[src/rtl/lcd_frame_writer.sv]
// Purpose: continuously refreshes an HD44780 from a LINES x CHARS grid (set-address then data writes).
// Latency: one transaction every SETUP_CYC+E_HIGH_CYC+EXEC_CYC cycles; first bus value 1 cycle after initilized.
// Backpressure: none; initilized low parks the engine in IDLE after the transaction in flight finishes.
module lcd_frame_writer #(
    parameter int LINES = 4,
    parameter int CHARS = 20,
    parameter logic [0:LINES-1][6:0] LINE_STARTS = {7'h00, 7'h40, 7'h14, 7'h54},
    parameter int SETUP_CYC  = 2,
    parameter int E_HIGH_CYC = 25,
    parameter int EXEC_CYC   = 2500
) (
    input  logic                                 clk,
    input  logic                                 reset,
    input  logic                                 initilized,
    input  logic [0:LINES-1][0:CHARS-1][7:0]     display_chars,
    output logic                                 RS,
    output logic                                 RW,
    output logic                                 E,
    output logic [7:0]                           DATA,
    output logic                                 frame_done
);

    localparam int MAX_AB  = (SETUP_CYC > E_HIGH_CYC) ? SETUP_CYC : E_HIGH_CYC;
    localparam int MAX_CYC = (MAX_AB > EXEC_CYC) ? MAX_AB : EXEC_CYC;
    localparam int CNT_W   = ($clog2(MAX_CYC) > 0) ? $clog2(MAX_CYC) : 1;
    localparam int LINE_W  = (LINES > 1) ? $clog2(LINES) : 1;
    localparam int COL_W   = (CHARS > 1) ? $clog2(CHARS) : 1;

    localparam logic [CNT_W-1:0]  SETUP_LD  = CNT_W'(SETUP_CYC - 1);
    localparam logic [CNT_W-1:0]  PULSE_LD  = CNT_W'(E_HIGH_CYC - 1);
    localparam logic [CNT_W-1:0]  EXEC_LD   = CNT_W'(EXEC_CYC - 1);
    localparam logic [LINE_W-1:0] LAST_LINE = LINE_W'(LINES - 1);
    localparam logic [COL_W-1:0]  LAST_COL  = COL_W'(CHARS - 1);

    typedef enum logic [1:0] {IDLE, ADDR, CHAR} state_t;
    typedef enum logic [1:0] {SETUP, PULSE, EXEC} phase_t;

    state_t              state_q, state_d;
    phase_t              phase_q, phase_d;
    logic [CNT_W-1:0]    cnt_q, cnt_d;
    logic [LINE_W-1:0]   line_q, line_d, line_nx;
    logic [COL_W-1:0]    col_q, col_d, col_nx;
    logic                rs_d, e_d, done_d;
    logic [7:0]          data_d;

    always_ff @(posedge clk or negedge reset) begin
        if (!reset) begin
            state_q    <= IDLE;
            phase_q    <= SETUP;
            cnt_q      <= '0;
            line_q     <= '0;
            col_q      <= '0;
            RS         <= 1'b0;
            RW         <= 1'b0;
            E          <= 1'b0;
            DATA       <= 8'h00;
            frame_done <= 1'b0;
        end else begin
            state_q    <= state_d;
            phase_q    <= phase_d;
            cnt_q      <= cnt_d;
            line_q     <= line_d;
            col_q      <= col_d;
            RS         <= rs_d;
            RW         <= 1'b0;
            E          <= e_d;
            DATA       <= data_d;
            frame_done <= done_d;
        end
    end

    always_comb begin
        state_d = state_q;
        phase_d = phase_q;
        cnt_d   = cnt_q;
        line_d  = line_q;
        col_d   = col_q;
        line_nx = line_q;
        col_nx  = col_q;
        rs_d    = RS;
        e_d     = E;
        data_d  = DATA;
        done_d  = 1'b0;
        case (state_q)
            IDLE: begin
                if (initilized) begin
                    state_d = ADDR;
                    phase_d = SETUP;
                    cnt_d   = SETUP_LD;
                    line_d  = '0;
                    col_d   = '0;
                    rs_d    = 1'b0;
                    e_d     = 1'b0;
                    data_d  = {1'b1, LINE_STARTS[0]};
                end
            end
            default: begin
                if (cnt_q != '0) begin
                    cnt_d = cnt_q - 1'b1;
                end else begin
                    case (phase_q)
                        SETUP: begin
                            phase_d = PULSE;
                            cnt_d   = PULSE_LD;
                            e_d     = 1'b1;
                        end
                        PULSE: begin
                            phase_d = EXEC;
                            cnt_d   = EXEC_LD;
                            e_d     = 1'b0;
                        end
                        default: begin
                            // Transaction complete: the only point where init loss is honoured.
                            phase_d = SETUP;
                            cnt_d   = SETUP_LD;
                            if (!initilized) begin
                                state_d = IDLE;
                                line_d  = '0;
                                col_d   = '0;
                                e_d     = 1'b0;
                            end else if (state_q == ADDR) begin
                                state_d = CHAR;
                                rs_d    = 1'b1;
                                data_d  = display_chars[line_q][col_q];
                            end else if (col_q == LAST_COL) begin
                                state_d = ADDR;
                                col_d   = '0;
                                rs_d    = 1'b0;
                                if (line_q == LAST_LINE) begin
                                    line_nx = '0;
                                    done_d  = 1'b1;
                                end else begin
                                    line_nx = line_q + 1'b1;
                                end
                                line_d = line_nx;
                                data_d = {1'b1, LINE_STARTS[line_nx]};
                            end else begin
                                col_nx = col_q + 1'b1;
                                col_d  = col_nx;
                                data_d = display_chars[line_q][col_nx];
                            end
                        end
                    endcase
                end
            end
        endcase
    end

endmodule

[config.mk]
export PLATFORM = sky130hd
export DESIGN_NAME = lcd_frame_writer
export DESIGN_NICKNAME = d
export VERILOG_FILES = /design/src/rtl/lcd_frame_writer.sv
export SDC_FILE = /design/constraint.sdc
export NUM_CORES = 1
export LEC_CHECK = 0
export BUFFER_PORTS_ARGS = -buffer_cell sky130_fd_sc_hd__buf_2
export CAP_MARGIN = 30
export CORE_AREA = 2 2 253 255
export CTS_BUF_LIST = sky130_fd_sc_hd__clkbuf_2 sky130_fd_sc_hd__clkbuf_4 sky130_fd_sc_hd__clkbuf_8
export DETAILED_ROUTE_END_ITERATION = 6
export DIE_AREA = 0 0 255 257
export GPL_TIMING_DRIVEN = 0
export HOLD_SLACK_MARGIN = 0.03
export PLACE_DENSITY = 0.35
export SLEW_MARGIN = 20
export SYNTH_ARGS = -nofsm -noshare
export SYNTH_HDL_FRONTEND = slang
export SYNTH_SLANG_ARGS = --single-unit
[constraint.sdc]
create_clock -name clk -period 3.2 [get_ports clk]
set_input_delay 0.16 -clock clk [delete_from_list [all_inputs] [get_ports clk]]
set_output_delay 0.16 -clock clk [all_outputs]
set_load 0.02 [all_outputs]
==> flow_metrics.py <==
metrics = {
    "final_layout": {
        "drive_above_1_share": 0.640,
        "stdcell_count": 2421,
        "area_growth_syn_to_layout_pct": 49.6,
        "utilization": 0.232,
        "fillers": 6990,
        "nets": 2204,
    },
    "sta": {
        "drv_slew": 0,
        "tightest_slew_ns": 0.963,
        "layout_setup_ws_ns": 0.0228,
        "rsz0062_at_grt": "yes",
        "fin_skew_ns": 0.0191,
        "fmax_ghz": 0.315,
        "final-hold-violation-count": 0,
        "tns_ns": 0,
        "min_period_ns": 3.18,
        "setup_viol": 0,
        "slew_headroom": 0.358,
        "layout_worst_path_cycle_share": 0.993,
    },
    "grt": {
        "antenna_found_initial": 35,
        "grt_pass1_vias": 13200,
        "globalRouteOverflowTotal": 0,
        "grt_max_degree": 35,
        "track_usage": 0.257,
        "grt_pass1_wl_um": 116000,
    },
    "floorplan": {
        "chipWidth_um": 255,
        "core_um2": 62700,
        "start_util": 0.155,
        "rows": 92,
        "die_h_um": 257,
        "pin_count": 655,
        "die_area_um2": 65500,
    },
    "setup_path": {
        "critPathLaunchType": "register",
        "critPathMaxFanout": 10,
        "critical_path_class": "register to register",
        "worstPathRequired_ns": 3.39,
        "critPathArrivalTime_ns": 3.37,
        "cp-end-kind": "register",
    },
    "route": {
        "drc": 0,
        "wire_per_inst_um": 35.7,
        "drt_iter0_markers": 1342,
        "vias": 12700,
        "routed_wl_um": 86500,
        "postRouteAntennaNets": 0,
        "drtPass1Iterations": 5,
        "via_per_inst": 5.23,
    },
    "synth": {
        "ys_seq_area_frac": 0.0875,
        "yosys_warnings": 0,
        "ys_top_cells_by_area": "mux4_2 (52%), dfrtp_1 (8.8%), mux2i_1 (3.9%)",
        "yosys.area_share.simple": 0.123,
        "synthCells": 892,
        "post-synth-top-area-cell": "mux4_2",
        "synth_nets": 1538,
        "async_flop_share": 1.00,
        "synth_top_flop_cell": "dfrtp_1",
        "syn_area_um2": 9720,
        "synth_top_area_frac": 0.524,
        "synth_cell_types": 68,
        "avgSynthCellArea_um2": 10.9,
        "synth-seq-cells": 34,
        "synth-compound-area-share": 0.151,
        "synth_top_family_by_area": "multiplexers",
        "synth_xor_area_frac": 0.00360,
        "synth_edf_count": 0,
        "synth.mux.area_fraction": 0.574,
        "synth_adder_area_share": 0.00386,
    },
    "cts": {
        "clkLatencyLatePin_ns": 0.31,
        "path_clk_slew_ns": 0.10,
        "h-tree-depth": 2,
        "cts-buffers-inserted": 5,
        "numClockSinks": 34,
        "cts_tree": "done",
        "clock-root-buffer": "clkbuf_8",
        "cts_buffer_depth": 2,
    },
    "placement": {
        "place_congestion": 0.933,
        "pre_cts_ws_ns": -0.812,
        "dpl.cell_count": 2396,
        "dp_hpwl_um": 75100,
        "portBuffers": 653,
    },
    "run": {
        "drv_cap": 0,
    },
    "outcome": {
        "status": "finished clean",
    },
    "power": {
        "cellLeakagePower_nw": 5.95,
        "p_per_area_nw_per_um2": 187,
        "ir_drop_mv": 0.224,
    },
    "hold_path": {
        "hp-class": "input port to asynchronous set/reset pin",
    },
}
layout make-up:
type / instances / area, µm² / share of cell area
Inverter: 14 / 52.6 / 0.00361
Sequential cell: 34 / 851 / 0.0585
Clock buffer: 5 / 68.8 / 0.00473
Tap cell: 846 / 1060 / 0.0728
Antenna cell: 16 / 40.0 / 0.00275
Timing Repair Buffer: 660 / 3350 / 0.230
Clock inverter: 3 / 45.0 / 0.00310
Buffer: 96 / 662 / 0.0455
Multi-Input combinational cell: 747 / 8420 / 0.579
logic make-up (layout without fill, tap and decap cells):
family / Yosys count / after routing
flip-flops: 34 / 34
AND/OR/NAND/NOR: 255 / 255
buffers and inverters: 111 / 778
AO/OA/AOI/OAI: 210 / 210
other: 1 / 17
multiplexers: 274 / 274
XOR/XNOR: 4 / 4
adder cells (fa/ha/maj): 3 / 3
critical path, cell delays in order, from the launching register on:
cell and delay [ns]:
dfrtp_1 0.34, buf_2 0.24, clkbuf_1 0.36, buf_1 0.77, clkbuf_1 0.60, o22ai_1 0.29
o311ai_2 0.35, nand3_1 0.11
synthesized netlist by cell type (all sizes together), types with 6 or more instances:
library cell	n
and3	10
o31ai	10
a221oi	11
o22ai	18
a31oi	9
a32oi	7
a22oi	29
clkbuf	38
nor3	14
nor4	10
nor2	47
nand4	9
a21oi	22
mux4	226
and2	7
nand3	32
buf	59
o221ai	7
mux2	10
o21ai	44
dfrtp	34
nor2b	8
nand2b	6
nand2	99
mux2i	38
inv	14
metrics by stage:
step | area, µm² | hold WS, ns | total power, mW
after floorplan | 9720 | -0.136 | 1.38
after global placement | 14000 | 0.342 | 2.25
after detailed placement | 14100 | 0.347 | 2.25
after CTS | 14400 | 0.336 | 2.71
after global routing | 14500 | 0.296 | 2.90
final | 14500 | 0.278 | 2.73
worst paths after layout:
check	start	endpoint	slack [ns]	cells past startpoint
setup reg to reg	col_q[2]$_DFFE_PN0P_	DATA[0]$_DFFE_PN0P_	0.02	7
hold reg to reg	DATA[0]$_DFFE_PN0P_	DATA[0]$_DFFE_PN0P_	0.50	2
min in group clk	initilized	cnt_q[1]$_DFFE_PN0N_	0.36	4
max in group asynchronous	reset	DATA[3]$_DFFE_PN0P_	2.47	3
setup / recovery	col_q[2]$_DFFE_PN0P_	DATA[0]$_DFFE_PN0P_	0.02	7
hold / removal	reset	frame_done$_DFF_PN0_	0.28	2
sequential cells by signal (all words and copies together) (netlist names):
name,flops
E,1
cnt_q,12
phase_q,2
col_q,5
RS,1
DATA,8
state_q,2
line_q,2
frame_done,1
report_power, final:
group | internal [mW] | total, mW | switching (mW)
logic | 0.740 | 1.62 | 0.884
registers | 0.552 | 0.663 | 0.111
clock network | 0.232 | 0.438 | 0.205
routing by layer:
metal / vias to the layer above / part of all wire / track usage
li1: 5180 / - / -
met1: 6636 / 0.41 / 0.332
met2: 726 / 0.50 / 0.448
met3: 106 / 0.064 / 0.0425
met4: 6 / 0.026 / 0.0539
met5: - / 0.00037 / 0
layout by cell type, fill, tap and decap left out, types with 15 or more instances in the layout:
cell type,n
a21oi_1,21
a22oi_1,28
buf_2,666
buf_4,15
buf_6,19
clkbuf_1,27
dfrtp_1,34
diode_2,16
mux2i_1,34
mux4_2,226
nand2_1,99
nand3_1,32
nor2_1,45
o21ai_0,36
o22ai_1,18
repair_timing:
action / CTS / global route
hold buffers: 1 / 0
endpoints found under the setup margin: 8 / 8
pin swaps: 1 / 1
hold endpoints to repair: 19 / 0
setup buffers: 0 / 0
resized for setup: 60 / 33
Note: power is estimated with default switching activity, not from simulation.
